$ cat src/rtl/stopwatch_timer_ctrl.sv
// Stopwatch / countdown-timer controller: mode FSM, saturating/wrapping time counter,
// running-only tick prescaler and a circular lap buffer read back oldest-first.
module stopwatch_timer_ctrl #(
    parameter int unsigned WIDTH    = 16,
    parameter int unsigned DEPTH    = 8,
    parameter int unsigned TICK_DIV = 100
) (
    input  logic                         clk,
    input  logic                         rst,
    input  logic                         pb0,
    input  logic                         pb1,
    output logic [WIDTH-1:0]             display,
    output logic [$clog2(DEPTH)-1:0]     lap_index,
    output logic [$clog2(DEPTH+1)-1:0]   lap_count,
    output logic [1:0]                   output_select,
    output logic                         running,
    output logic                         time_up
);

    localparam int unsigned IW = $clog2(DEPTH);
    localparam int unsigned CW = $clog2(DEPTH + 1);
    localparam int unsigned SW = IW + 1;
    localparam int unsigned PW = (TICK_DIV > 1) ? $clog2(TICK_DIV) : 1;

    typedef enum logic [2:0] {
        S_MODE_SELECT = 3'd0,
        S_SW_RUN      = 3'd1,
        S_SW_HOLD     = 3'd2,
        S_CYCLE       = 3'd3,
        S_TM_SET      = 3'd4,
        S_TM_RUN      = 3'd5,
        S_TIME_UP     = 3'd6
    } state_t;

    state_t             r_state;
    state_t             w_state_nxt;
    logic               r_pb0_q;
    logic               r_pb1_q;
    logic [WIDTH-1:0]   r_count;
    logic [PW-1:0]      r_presc;
    logic [IW-1:0]      r_wr_ptr;
    logic [IW-1:0]      r_rd_idx;
    logic [CW-1:0]      r_lap_cnt;
    logic [WIDTH-1:0]   r_laps [DEPTH];

    logic               w_pb0_press;
    logic               w_pb1_press;
    logic               w_any_press;
    logic               w_running;
    logic               w_tick;
    logic               w_final_tick;
    logic               w_lap_we;
    logic [IW-1:0]      w_oldest;
    logic [SW-1:0]      w_phys_sum;
    logic [IW-1:0]      w_rd_addr;

    // pb0 has priority: a simultaneous pb1 edge is dropped
    assign w_pb0_press  = pb0 & ~r_pb0_q;
    assign w_pb1_press  = pb1 & ~r_pb1_q & ~w_pb0_press;
    assign w_any_press  = w_pb0_press | (pb1 & ~r_pb1_q);
    assign w_running    = (r_state == S_SW_RUN) || (r_state == S_TM_RUN);
    assign w_tick       = w_running && (r_presc == PW'(TICK_DIV - 1));
    assign w_final_tick = (r_state == S_TM_RUN) && w_tick && (r_count == WIDTH'(1));
    assign w_lap_we     = ~rst && (r_state == S_SW_RUN) && w_pb1_press;

    // Oldest entry sits at wr_ptr once the buffer has filled
    assign w_oldest   = (r_lap_cnt == CW'(DEPTH)) ? r_wr_ptr : '0;
    assign w_phys_sum = SW'(w_oldest) + SW'(r_rd_idx);
    assign w_rd_addr  = (w_phys_sum >= SW'(DEPTH)) ? IW'(w_phys_sum - SW'(DEPTH))
                                                   : IW'(w_phys_sum);

    assign lap_count = r_lap_cnt;

    always_ff @(posedge clk) begin
        if (rst) begin
            r_state <= S_MODE_SELECT;
            r_pb0_q <= 1'b0;
            r_pb1_q <= 1'b0;
        end else begin
            r_state <= w_state_nxt;
            r_pb0_q <= pb0;
            r_pb1_q <= pb1;
        end
    end

    always_comb begin
        w_state_nxt = r_state;
        case (r_state)
            S_MODE_SELECT: begin
                if (w_pb0_press)      w_state_nxt = S_SW_RUN;
                else if (w_pb1_press) w_state_nxt = S_TM_SET;
            end
            S_SW_RUN: begin
                if (w_pb0_press) w_state_nxt = S_SW_HOLD;
            end
            S_SW_HOLD: begin
                if (w_pb0_press)      w_state_nxt = (r_lap_cnt != '0) ? S_CYCLE : S_MODE_SELECT;
                else if (w_pb1_press) w_state_nxt = S_SW_RUN;
            end
            S_CYCLE: begin
                if (w_pb0_press) w_state_nxt = S_MODE_SELECT;
            end
            S_TM_SET: begin
                if (w_pb0_press && (r_count != '0)) w_state_nxt = S_TM_RUN;
            end
            S_TM_RUN: begin
                if (w_final_tick)     w_state_nxt = S_TIME_UP;
                else if (w_pb0_press) w_state_nxt = S_TM_SET;
            end
            S_TIME_UP: begin
                if (w_any_press) w_state_nxt = S_MODE_SELECT;
            end
            default: w_state_nxt = S_MODE_SELECT;
        endcase
    end

    always_comb begin
        output_select = 2'b00;
        running       = 1'b0;
        time_up       = 1'b0;
        lap_index     = '0;
        display       = r_count;
        case (r_state)
            S_SW_RUN:  begin output_select = 2'b01; running = 1'b1; end
            S_SW_HOLD: output_select = 2'b01;
            S_CYCLE: begin
                output_select = 2'b10;
                lap_index     = r_rd_idx;
                display       = r_laps[w_rd_addr];
            end
            S_TM_SET:  output_select = 2'b01;
            S_TM_RUN:  begin output_select = 2'b01; running = 1'b1; end
            S_TIME_UP: begin output_select = 2'b11; time_up = 1'b1; end
            default:   output_select = 2'b00;
        endcase
    end

    // Prescaler only advances while running
    always_ff @(posedge clk) begin
        if (rst || !w_running || w_tick) r_presc <= '0;
        else                             r_presc <= r_presc + PW'(1);
    end

    always_ff @(posedge clk) begin
        if (w_lap_we) r_laps[r_wr_ptr] <= r_count;
    end

    // Entering or idling in MODE_SELECT always clears the session
    always_ff @(posedge clk) begin
        if (rst || (w_state_nxt == S_MODE_SELECT)) begin
            r_count   <= '0;
            r_wr_ptr  <= '0;
            r_rd_idx  <= '0;
            r_lap_cnt <= '0;
        end else begin
            case (r_state)
                S_SW_RUN: begin
                    if (w_tick && (r_count != '1)) r_count <= r_count + WIDTH'(1);
                    if (w_pb1_press) begin
                        r_wr_ptr <= (r_wr_ptr == IW'(DEPTH - 1)) ? '0 : r_wr_ptr + IW'(1);
                        if (r_lap_cnt != CW'(DEPTH)) r_lap_cnt <= r_lap_cnt + CW'(1);
                    end
                end
                S_SW_HOLD: begin
                    if (w_pb0_press) r_rd_idx <= '0;
                end
                S_CYCLE: begin
                    if (w_pb1_press)
                        r_rd_idx <= ((CW'(r_rd_idx) + CW'(1)) == r_lap_cnt) ? '0
                                                                           : r_rd_idx + IW'(1);
                end
                S_TM_SET: begin
                    if (w_pb1_press) r_count <= r_count + WIDTH'(1);
                end
                S_TM_RUN: begin
                    if (w_tick && (r_count != '0)) r_count <= r_count - WIDTH'(1);
                end
                S_TIME_UP: r_count <= '0;
                default: ;
            endcase
        end
    end

endmodule

$ cat config.mk
export PLATFORM = sky130hd
export DESIGN_NAME = stopwatch_timer_ctrl
export DESIGN_NICKNAME = d
export VERILOG_FILES = /design/src/rtl/stopwatch_timer_ctrl.sv
export SDC_FILE = /design/constraint.sdc
export NUM_CORES = 1
export LEC_CHECK = 0
export ABC_AREA = 1
export BUFFER_PORTS_ARGS = -buffer_cell sky130_fd_sc_hd__buf_2
export CAP_MARGIN = 20
export CORE_AREA = 2 2 122 124
export DETAILED_ROUTE_END_ITERATION = 12
export DIE_AREA = 0 0 124 126
export PLACE_DENSITY = 0.75
export REMOVE_ABC_BUFFERS = 1
export SETUP_SLACK_MARGIN = 0.5
export SYNTH_ARGS = -nofsm -noshare
export SYNTH_HDL_FRONTEND = slang
export SYNTH_SLANG_ARGS = --single-unit
export TNS_END_PERCENT = 100
$ cat constraint.sdc
create_clock -name clk -period 3.5 [get_ports clk]
set_clock_uncertainty 0.2 [all_clocks]
set_input_delay 0.7 -clock clk [delete_from_list [all_inputs] [get_ports clk]]
set_output_delay 0.7 -clock clk [all_outputs]
set_load 0.01 [all_outputs]
==> results of run 1 <==
-- sequential cells by signal, summed over array words and instances (netlist names) --
| signal | flops |
|---|---|
| r_pb1_q | 1 |
| r_laps | 128 |
| r_wr_ptr | 3 |
| r_presc | 7 |
| r_state | 3 |
| r_pb0_q | 1 |
| lap_count | 4 |
| r_count | 16 |
| r_rd_idx | 3 |
-- through the flow --
step	instance area, sq um	util [%]	setup WS, ps	setup TNS, ps	hold WS, ps
3_3_place_gp	9010	62.9	154	0	230
6_report	9810	68.5	-344	-4480	249
2_1_floorplan	8240	-	-1080	-17320	218
5_1_grt	9810	68.5	-486	-6880	272
4_1_cts	9760	68.2	-324	-4830	250
3_5_place_dp	9010	62.9	88.9	0	236
-- worst paths after layout --
check                           endpoint  slack [ps]
hold reg to reg    r_presc[0]$_SDFF_PP0_         250
setup reg to reg  r_laps[7][6]$_DFFE_PP_         870
setup / recovery             display[13]        -340
hold / removal     r_presc[0]$_SDFF_PP0_         250
-- synth_stat cells, drive strengths merged (3+ instances only) --
master  number  share of area, %
nand2      185               8.6
inv        131               5.8
edfxtp     128                46
o21ai      114               6.8
nor2        78               4.0
a21oi       68               4.1
nand3       59               3.7
dfxtp       38               9.0
mux2i       32               3.8
buf         24               1.7
clkbuf      17              0.76
nor3        14              0.83
xor2        12               1.2
ha          11               1.6
nand4        9              0.67
a21boi       7              0.62
xnor2        3              0.31
-- cell type report --
cell class,instances,share of cell area [%]
clock buffers,23,4.77
clock inverters,9,0.816
flip-flops and latches,166,47.0
multi-input cells,600,33.3
well taps,184,2.35
repair buffers,76,6.79
inverters,131,5.04
-- worst max-delay path: cells and delay by family (launching register included) --
kind | cells | cell delay [ps]
buffers and inverters | 4 | 520
adders and majority gates | 3 | 970
DFF | 1 | 340
and+or+nand+nor | 2 | 130
AOI/OAI and AO/OA | 5 | 550
-- metal layers --
| metal | vias to the layer above | routed length (um) | share of wire (%) |
|---|---|---|---|
| li1 | 3244 | - | - |
| met4 | 0 | 821 | 4.0 |
| met1 | 3087 | 8540 | 42 |
| met3 | 57 | 1720 | 8.4 |
| met5 | - | 0 | 0 |
| met2 | 301 | 9390 | 46 |
-- cells by family after synthesis --
| group | after synthesis |
|---|---|
| buffers and inverters | 172 |
| flip-flops | 166 |
| AND/OR/NAND/NOR | 349 |
| multiplexers | 32 |
| AO/OA/AOI/OAI | 192 |
| adder cells (fa/ha/maj) | 12 |
| XOR/XNOR | 15 |
-- power by group through the flow --
| stage | registers (mW) | logic (mW) | clock network (mW) |
|---|---|---|---|
| final | 2.13 | 0.375 | 1.75 |
| after global placement | 2.17 | 0.337 | 0 |
| after CTS | 2.13 | 0.365 | 1.76 |
| after global routing | 2.13 | 0.415 | 1.85 |
| after floorplan | 2.17 | 0.238 | 0 |
| after detailed placement | 2.17 | 0.342 | 0 |
-- timing repair --
| action | in CTS | in global routing |
|---|---|---|
| setup endpoints to repair | 16 | 16 |
| resized for setup | 57 | 13 |
| setup buffers | 4 | 1 |
| gates cloned | 3 | 1 |
| pin swaps | 6 | 5 |
==> metrics.md, run 1 <==
| Metric | Value |
|---|---|
| Number of register bits inferred by synthesis | `roughly 170` |
| Number of hold violations in the final report | `0` |
| Startpoint type of the worst setup path | `flip-flop` |
| Unrepaired setup endpoints after global routing | `true` |
| Ratio of total power to cell area | `roughly 430 nW/um^2` |
| Via density | `about 5.6` |
| Summed instance area of the synthesized netlist | `roughly 8400 sq um` |
| Main combinational cell family by area after synthesis | `simple AND/OR/NAND/NOR gates` |
| Max_cap viols | `0` |
| Combinational fraction of design power | `8.8%` |
| Cell count after placement | `1148` |
| TritonCTS buffer count | `17` |
| Proportion of synthesized area in mux cells | `about 3.8%` |
| Row count | `44` |
| Routed length per instance | `between 15 and 20 um` |
| Sinks on the clock net | `around 170` |
| Slack of the critical path | `-344 ps` |
| Data required time at the worst endpoint | `2600 ps` |
| Final slew viol count | `0` |
| Clock tree from TritonCTS | `built` |
| Worst relative slew slack | `about 53%` |
| # port buffers | `30` |
| Cell count after synthesis | `around 940` |
| Slowest Stage Delay on Critical Path | `around 660 ps` |
| Placeable Area | `roughly 14000 sq um` |
| Clock Pin Slew Worst Setup and Hold Paths | `roughly 60 ps` |
| Slowest cell on the critical path | `fa_2` |
| Sequence of cells on the critical path | `inv_2, ha_4, nand3_4, nor2_4, ha_4, fa_2, buf_12, buf_16, a21oi_1, o21ai_0, o21ai_1, o21ai_1, o21ai_0, buf_2` |
| Global-route met2 utilization | `approximately 43%` |
| Master cell of the clock root buffer | `clkbuf_16` |
| Result of the run | `finished, violations left` |
| Initial antenna violation count | `0` |
| Residual overflow from global routing | `0` |
| Total via count in the routed design | `6689` |
| FMAX | `around 260 MHz` |
| Initial cell density of the core | `about 59%` |
| Number of enable-type register cells in the synthesized netlist | `128` |
| Total Power | `~4.3 mW` |
| Count of cells along the worst hold path | `1` |
| Failing checks | `setup timing` |
| CTS Hold Bufs | `0` |
| Arrival time at the worst endpoint | `~2900 ps` |
| Psw | `1.00 mW` |
| Post-route DRC violation count | `0` |
| Highest fanout seen on the critical path | `8` |
| Post-Synth Simple-Gate Area | `between 10% and 20%` |
| Share of total power consumed by net switching | `between 20% and 30%` |
| Final setup fails | `16` |
| Global Route met3 Usage | `6.48%` |
| Count of different cell masters after synthesis | `35` |
| Met1 global-route usage | `roughly 37%` |
| Setup crit end kind | `primary output` |
| Starting DRC count in detailed routing | `between 700 and 800` |
| Half-perimeter wire length of the detailed placement result | `about 13 mm` |
| Pin count of the biggest net entering global routing | `33` |
| Overall die area | `around 16000 sq um` |
| Number of H-tree levels | `4` |
| Portion of total power attributed to sequential cells | `roughly 50%` |
| Pre-Repair DR Iteration Count | `6` |
| Depth of the most critical reg-to-reg path | `7` |
| Growth of design area from synthesis to finish | `16.2%` |
| Via count of the first global-routing pass | `~6200` |
| Syn. warnings | `0` |
| Synth Area in Compound Gates | `a little under an eighth` |
| Leakage power total | `between 4 and 5 nW` |
| Syn_area_per_cell | `9.00 sq um` |
| Int Pwr | `between 3 and 4 mW` |
| Clk_lat worst skew | `around 440 ps` |
| Critical register-to-register path startpoint | `r_state[0]$_SDFF_PP0_` |
| Start point of the worst min-delay path | `r_presc[0]$_SDFF_PP0_` |
| Worst-Margin Slew | `between 600 and 700 ps` |
| Proportion of synthesized chip area in sequential cells | `~55%` |
| Period utilization | `110%` |
| Adder-Cell Fraction of Synth Area | `under 10%` |
| Max Buffers Root-to-Sink | `2` |
| Portion of total power attributed to the clock network | `41.1%` |
| Global-route wire length before repair | `~32 mm` |
| Classification of the worst-slack hold path | `reg -> reg` |
| Fraction of registers with async set/reset | `0%` |
| Most frequent standard cell in the layout excluding fill and tap cells | `nand2_1` |
| Final worst path period need | `a little under 4000 ps` |
| Final non-filler cell total | `approximately 1200` |
| Wire length reported by the detailed router | `20.5 mm` |
| Critical path class | `reg -> out` |
| DIE WIDTH | `~120 um` |
| Commonest non-fill, non-tap cells in the layout | `177 x nand2_1, 128 x edfxtp_1, 122 x inv_1` |
| Fraction of synthesized cell area in xor and xnor cells | `around 1.6%` |
| Top-level port count | `31` |
| Vertical die dimension | `roughly 130 um` |
| Max IR drop VDD | `about 280 uV` |
| Flip-flop cell with the highest count after synthesis | `edfxtp_1` |
| Remaining antenna violation count | `0` |
| Aggregate global-route resource usage | `approximately 28%` |
| Worst setup startpoint | `lap_count[1]$_SDFFE_PP0P_` |
| Count of filler cells inserted in the layout | `~1200` |
| Gr busiest metal | `met2` |
| Final net count | `1008` |
| Register cell area after layout | `about 4600 sq um` |
| Diodes inserted | `0` |
| Layout cells sized above 1 | `about 16%` |
| Combined area of the multi-input logic cells | `between 3000 and 4000 sq um` |
| Gpl congestion | `roughly 0.95` |
Note: power is estimated with default switching activity, not from simulation.
==> run 2, diff against run 1 <==
--- a/config.mk
+++ b/config.mk
@@ -9,6 +9,7 @@
 export BUFFER_PORTS_ARGS = -buffer_cell sky130_fd_sc_hd__buf_2
 export CAP_MARGIN = 20
 export CORE_AREA = 2 2 122 124
+export CTS_BUF_LIST = sky130_fd_sc_hd__clkbuf_4
 export DETAILED_ROUTE_END_ITERATION = 12
 export DIE_AREA = 0 0 124 126
 export PLACE_DENSITY = 0.75
==> run 2 against run 1 <==
Net effect: the run still ends with setup timing left; critical path depth rose by 2; largest power group unchanged; fmax down 3.2%; non-clock buffer count grew 3; routed wire length fell by 1.1%; register-to-register slack got worse by 30 ps; clock power decreased by 42%; die area unchanged; sequential power hardly changed; global-route usage down 0.15 points; clock-buffer cell count decreased by 2.
==> metrics.md, run 2 (same netlist as run 1, synthesis figures left out) <==
| Metric | Value |
|---|---|
| Result of the run | `finished, violations left` |
| Failing checks | `setup timing` |
| Most frequent standard cell in the layout excluding fill and tap cells | `nand2_1` |
| Gpl congestion | `0.947 (unchanged)` |
| TritonCTS buffer count | `17 (unchanged)` |
| # port buffers | `30 (unchanged)` |
| Final slew viol count | `0 (unchanged)` |
| Via count of the first global-routing pass | `6090 (-1.6%)` |
| Count of cells along the worst hold path | `3 (+2)` |
| Global-route wire length before repair | `32.1 mm (-0.56%)` |
| Ratio of total power to cell area | `367 nW/um^2 (-15%)` |
| Worst setup slack for register-to-register paths | `840 ps (-30 ps)` |
| Initial cell density of the core | `59.0% (unchanged)` |
| Total via count in the routed design | `6639 (-0.75%)` |
| Core utilization of the finished layout | `67.0% (-1.5 points)` |
| Clk_lat worst skew | `590 ps (+150 ps)` |
| Max Buffers Root-to-Sink | `2 (unchanged)` |
| Final net count | `1011 (+0.30%)` |
| Growth of design area from synthesis to finish | `13.6%` |
| Number of hold violations in the final report | `0 (unchanged)` |
| Initial antenna violation count | `1 (+1)` |
| Worst relative slew slack | `48.9% (-4.5 points)` |
| Slack of the critical path | `-470 ps (-126 ps)` |
| Commonest non-fill, non-tap cells in the layout | `177 x nand2_1, 128 x edfxtp_1, 122 x inv_1` |
| Worst-Margin Slew | `766 ps (+67.4 ps)` |
| Wire length reported by the detailed router | `20.3 mm (-1.1%)` |
| R2r endpoint | `r_laps[7][10]$_DFFE_PP_` |
| Sinks on the clock net | `166 (unchanged)` |
| Critical register-to-register path startpoint | `r_state[0]$_SDFF_PP0_` |
| Master cell of the clock root buffer | `clkbuf_4` |
| Final worst path period need | `3970 ps (+126 ps)` |
| Clock tree from TritonCTS | `built` |
| Vertical die dimension | `126 um (unchanged)` |
| Total Power | `3.52 mW (-17%)` |
| CTS Hold Bufs | `0 (unchanged)` |
| Hold Slack | `120 ps (-129 ps)` |
| Period utilization | `113% (+3.6 points)` |
| Unrepaired setup endpoints after global routing | `true` |
| Overall die area | `15600 sq um (unchanged)` |
| Max_cap viols | `0 (unchanged)` |
| Critical path class | `reg -> out` |
| Highest fanout seen on the critical path | `16 (+8)` |
| Pin count of the biggest net entering global routing | `33 (unchanged)` |
| Post-route DRC violation count | `0 (unchanged)` |
| Classification of the worst-slack hold path | `in -> reg` |
| Remaining antenna violation count | `0 (unchanged)` |
| Data required time at the worst endpoint | `2600 ps (about the same)` |
| WHS Endpoint | `r_pb1_q$_SDFF_PP0_` |
| Depth of the most critical reg-to-reg path | `7 (unchanged)` |
| Register ranked first by flip-flop count | `r_laps` |
| Startpoint type of the worst setup path | `flip-flop` |
| Half-perimeter wire length of the detailed placement result | `12.7 mm (unchanged)` |
| Starting DRC count in detailed routing | `894 (+15%)` |
| Routed length per instance | `17.0 um (-1.4%)` |
| Layout cells sized above 1 | `17.6% (+1.8 points)` |
| Arrival time at the worst endpoint | `3070 ps (+130 ps)` |
| Row count | `44 (unchanged)` |
| Final setup fails | `16 (unchanged)` |
| Number of H-tree levels | `4 (unchanged)` |
| Pre-Repair DR Iteration Count | `5 (-1)` |
| Clock Pin Slew Worst Setup and Hold Paths | `130 ps (+70 ps)` |
| FMAX | `252 MHz (-3.2%)` |
| Placeable Area | `14300 sq um (unchanged)` |
| Setup crit end kind | `primary output` |
| Top-level port count | `31 (unchanged)` |
| Max reg flops | `128 (unchanged)` |
| Via density | `5.56 (-1.1%)` |
| Leakage power total | `3.91 nW (-2.7%)` |
| Registers with the highest flip-flop counts | `r_laps x128, r_count x16, r_presc x7` |
| Start point of the worst min-delay path | `pb1` |
| Aggregate global-route resource usage | `27.6% (-0.15 points)` |
| DIE WIDTH | `124 um (unchanged)` |
| Residual overflow from global routing | `0 (unchanged)` |
| Max IR drop VDD | `208 uV (-25%)` |
## run 2: cell count changes in the layout (fill, tap and decap cells not counted), sizes merged
cell and change:
bufbuf -1, buf +5, diode +1, clkbuf -3, clkinv +2
## run 2: metal layers
metal  GRT usage, %  vias to the layer above  wire length [um]
met5              0                        -                 0
met4           10.5                        0               478
met3           6.43                       36              1540
met2           42.6                      274              9520
met1           38.2                     3076              8720
li1               -                     3253                 -
## run 2: worst max path at each step
stage / startpoint / endpoint / cells past startpoint
3_3_place_gp: lap_count[0]$_SDFFE_PP0P_ / display[1] / 15
4_1_cts: lap_count[0]$_SDFFE_PP0P_ / display[13] / 16
3_5_place_dp: lap_count[0]$_SDFFE_PP0P_ / display[9] / 15
2_1_floorplan: lap_count[0]$_SDFFE_PP0P_ / display[0] / 11
6_report: lap_count[0]$_SDFFE_PP0P_ / display[10] / 16
5_1_grt: lap_count[0]$_SDFFE_PP0P_ / display[2] / 16
## run 2: final cells by class
class | instances | area (sq um)
Antenna cell | 1 | 2.50
Clock buffer | 21 | 158
Clock inverter | 11 | 87.6
Fill cell | 1178 | 4720
Inverter | 131 | 494
Multi-Input combinational cell | 600 | 3320
Sequential cell | 166 | 4610
Tap cell | 184 | 230
Timing Repair Buffer | 79 | 689
## run 2: power by group
group          internal (mW)  switching [mW]
Sequential              2.11          0.0175
Clock                  0.375           0.639
Combinational          0.128           0.253
Total                   2.61           0.910
## run 2: repair_timing
item                       in CTS  in global routing
cloned                          4                  0
pin swaps                       5                  3
setup endpoints to repair      16                 16
buffers inserted                4                  4
resized for setup              87                 25
## run 2: metrics by stage
stage	setup TNS, ps	cells	worst slack, ps	cell area [sq um]
3_3_place_gp	0	1148	154	9010
2_1_floorplan	-17320	897	-1080	8240
6_report	-6740	1193	-470	9590
4_1_cts	-7360	1188	-483	9490
5_1_grt	-9330	1193	-605	9590
3_5_place_dp	0	1148	88.9	9010
## run 2: critical path, stage by stage (launching register included)
cell     delay, ps
dfxtp_2        350
inv_2           70
ha_4           150
nand3_4         90
nor2_4         110
ha_4           130
fa_2           460
buf_12         150
buf_12         150
a21oi_1        130
o21ai_1        100
o21ai_2         70
inv_1           50
a21oi_1        120
o21ai_1         80
o21ai_1         90
buf_2          160
==> run 3, diff against run 2 <==
--- a/config.mk
+++ b/config.mk
@@ -8,11 +8,11 @@
 export ABC_AREA = 1
 export BUFFER_PORTS_ARGS = -buffer_cell sky130_fd_sc_hd__buf_2
 export CAP_MARGIN = 20
-export CORE_AREA = 2 2 122 124
+export CORE_AREA = 2 2 105 148
 export CTS_BUF_LIST = sky130_fd_sc_hd__clkbuf_4
 export DETAILED_ROUTE_END_ITERATION = 12
-export DIE_AREA = 0 0 124 126
-export PLACE_DENSITY = 0.75
+export DIE_AREA = 0 0 107 150
+export PLACE_DENSITY = 0.76
 export REMOVE_ABC_BUFFERS = 1
 export SETUP_SLACK_MARGIN = 0.5
 export SYNTH_ARGS = -nofsm -noshare
==> constraint.sdc (replaced) <==
create_clock -name clk -period 3.6 [get_ports clk]
set_clock_uncertainty 0.2 [all_clocks]
set_input_delay 0.72 -clock clk [delete_from_list [all_inputs] [get_ports clk]]
set_output_delay 0.72 -clock clk [all_outputs]
set_load 0.01 [all_outputs]
==> run 3 against run 2 <==
Net effect: the flow still finishes with violations (setup timing); combinational power decreased by 2%; worst setup slack better by 140 ps; clock power rose by 11%; sequential power is 3% lower; routed wire length up 1.6%; first-iteration DRC count fell by 29%; clock-buffer cell count shrank 3; via count up 1.2%; sequential share of layout area fell by 0.43 points; register-to-register slack got worse by 20 ps; critical endpoint is now display[14]; highest routed layer unchanged.
==> metrics.md, run 3 (same netlist as run 1, synthesis figures left out) <==
| Metric | Value |
|---|---|
| Result of the run | `finished, violations left` |
| Failing checks | `setup timing` |
| Final net count | `1016 (+0.49%)` |
| Final setup fails | `16 (unchanged)` |
| Via count of the first global-routing pass | `6433 (+5.6%)` |
| Row count | `53 (+20%)` |
| Half-perimeter wire length of the detailed placement result | `12.8 mm (+0.66%)` |
| Initial antenna violation count | `1 (unchanged)` |
| Highest fanout seen on the critical path | `8 (-8)` |
| FMAX | `255 MHz` |
| CTS Hold Bufs | `0 (unchanged)` |
| Wire length reported by the detailed router | `20.6 mm (+1.6%)` |
| Slowest cell on the critical path | `fa_2` |
| Register cell area after layout | `4610 sq um (unchanged)` |
| Max_cap viols | `0 (unchanged)` |
| Placeable Area | `14800 sq um (+3.3%)` |
| Top-level port count | `31 (unchanged)` |
| Aggregate global-route resource usage | `26.4% (-1.2 points)` |
| Number of H-tree levels | `4 (unchanged)` |
| Classification of the worst-slack hold path | `in -> reg` |
| Vertical die dimension | `150 um (+19%)` |
| # port buffers | `30 (unchanged)` |
| Final worst path period need | `between 3000 and 4000 ps` |
| Data required time at the worst endpoint | `2680 ps (+80 ps)` |
| Commonest non-fill, non-tap cells in the layout | `177 x nand2_1, 128 x edfxtp_1, 122 x inv_1` |
| Final slew viol count | `0 (unchanged)` |
| Most frequent standard cell in the layout excluding fill and tap cells | `nand2_1` |
| Sequence of cells on the critical path | `inv_2, ha_4, nand3_4, nor2_4, ha_4, fa_2, buf_12, buf_16, a21oi_2, o21ai_1, o21ai_1, inv_1, a21oi_1, o21ai_1, o21ai_1, buf_2` |
| Critical path class | `reg -> out` |
| Total via count in the routed design | `6718 (+1.2%)` |
| Clock tree from TritonCTS | `built` |
| Worst-Margin Slew | `940 ps (+174 ps)` |
| DIE WIDTH | `107 um (-14%)` |
| Count of filler cells inserted in the layout | `1165 (-1.1%)` |
| Growth of design area from synthesis to finish | `14.7%` |
| Period utilization | `109%` |
| Registers with the highest flip-flop counts | `r_laps x128, r_count x16, r_presc x7` |
| Clock Pin Slew Worst Setup and Hold Paths | `140 ps (about the same)` |
| Clk_lat worst skew | `530 ps (-60 ps)` |
| Post-route DRC violation count | `0 (unchanged)` |
| Combined area of the multi-input logic cells | `3320 sq um (-0.15%)` |
| Number of hold violations in the final report | `0 (unchanged)` |
| Gpl congestion | `0.920 (-2.8%)` |
| Worst relative slew slack | `37.2% (-12 points)` |
| Global-route wire length before repair | `32.3 mm (+0.60%)` |
| TritonCTS buffer count | `17 (unchanged)` |
| Sinks on the clock net | `166 (unchanged)` |
| Layout cells sized above 1 | `18.0% (+0.41 points)` |
| Pin count of the biggest net entering global routing | `36 (+9.1%)` |
| Hold Slack | `185 ps (+65.1 ps)` |
| Max IR drop VDD | `260 uV (+25%)` |
| Leakage power total | `3.94 nW (+0.83%)` |
| Via density | `5.57 (about the same)` |
| Startpoint type of the worst setup path | `flip-flop` |
| Max Buffers Root-to-Sink | `2 (unchanged)` |
| Most numerous cell on the critical path | `o21ai_1` |
| Overall die area | `16100 sq um (+2.7%)` |
| Slowest Stage Delay on Critical Path | `510 ps (+50 ps)` |
| Starting DRC count in detailed routing | `631 (-29%)` |
| Unrepaired setup endpoints after global routing | `true` |
| Initial cell density of the core | `57.1% (-1.9 points)` |
| Ratio of total power to cell area | `368 nW/um^2 (+0.21%)` |
| Max reg flops | `128 (unchanged)` |
| Pre-Repair DR Iteration Count | `5 (unchanged)` |
| Remaining antenna violation count | `0 (unchanged)` |
| Routed length per instance | `17.1 um (+0.47%)` |
| Arrival time at the worst endpoint | `3000 ps (-70 ps)` |
| Total negative setup slack | `-4510 ps (+2220 ps)` |
| Register ranked first by flip-flop count | `r_laps` |
| Master cell of the clock root buffer | `clkbuf_4` |
| Slack of the critical path | `-325 ps (+145 ps)` |
| Setup crit end kind | `primary output` |
| Residual overflow from global routing | `0 (unchanged)` |
==> run 3: changes by cell type in the layout (fill, tap and decap cells not counted), sizes merged <==
cell	delta
buf	+5
clkinv	-4
inv	+4
clkbuf	-3
clkinvlp	+2
bufinv	+1
==> run 3: worst paths after layout <==
path                                                start                        to  slack (ps)  depth (start not counted)
worst max-delay path            lap_count[0]$_SDFFE_PP0P_               display[14]        -320                         16
worst min register to register      r_presc[0]$_SDFF_PP0_     r_presc[0]$_SDFF_PP0_         260                          1
worst max register to register    r_count[1]$_SDFFE_PP0P_  r_count[10]$_SDFFE_PP0P_         820                         13
worst min-delay path                                  rst        r_pb1_q$_SDFF_PP0_         180                          2
==> run 3: repair_timing <==
item / 4_1_cts / 5_1_grt
resized for setup: 101 / 11
hold endpoints to repair: 0 / 0
endpoints found under the setup margin: 16 / 16
setup buffers: 6 / 4
pin swaps: 11 / 7
gates cloned: 3 / 0
==> run 3: routing by layer <==
layer / track usage, % / share of wire (%) / vias up
li1: - / - / 3259
met1: 32.3 / 39 / 3140
met2: 46.4 / 51 / 276
met3: 3.88 / 7.1 / 43
met4: 11.2 / 3.0 / 0
met5: 0 / 0 / -
==> run 3: per-stage QoR <==
step	cells	power, mW	area (sq um)	setup slack, ps	utilization (%)
finish	1206	3.56	9680	-325	65.4
global route	1206	3.70	9680	-519	65.4
CTS	1201	3.56	9600	-327	64.9
detailed placement	1160	2.45	9050	91.4	61.2
global placement	1160	2.44	9050	160	61.2
floorplan	897	2.34	8240	-1000	-
==> run 3: worst max-delay path, delay by kind of cell, from the launching register on <==
family / cells / cell delay [ps]
AOI/OAI and AO/OA: 6 / 550
adders and majority gates: 3 / 780
buffers and inverters: 5 / 590
DFF: 1 / 350
and+or+nand+nor: 2 / 200
==> run 3: report_power, final <==
group / internal [mW] / switching, mW
clock: 0.439 / 0.683
sequential: 2.05 / 0.0150
combinational: 0.127 / 0.248
total: 2.62 / 0.945
==> run 3: area by class of cell <==
cell class,instances,share of cell area [%]
sequential,166,47.6
multi-input combinational,600,34.3
timing repair buffer,84,7.42
inverter,131,5.08
tap,192,2.48
clock inverter,14,1.72
clock buffer,18,1.40
antenna,1,0.0259
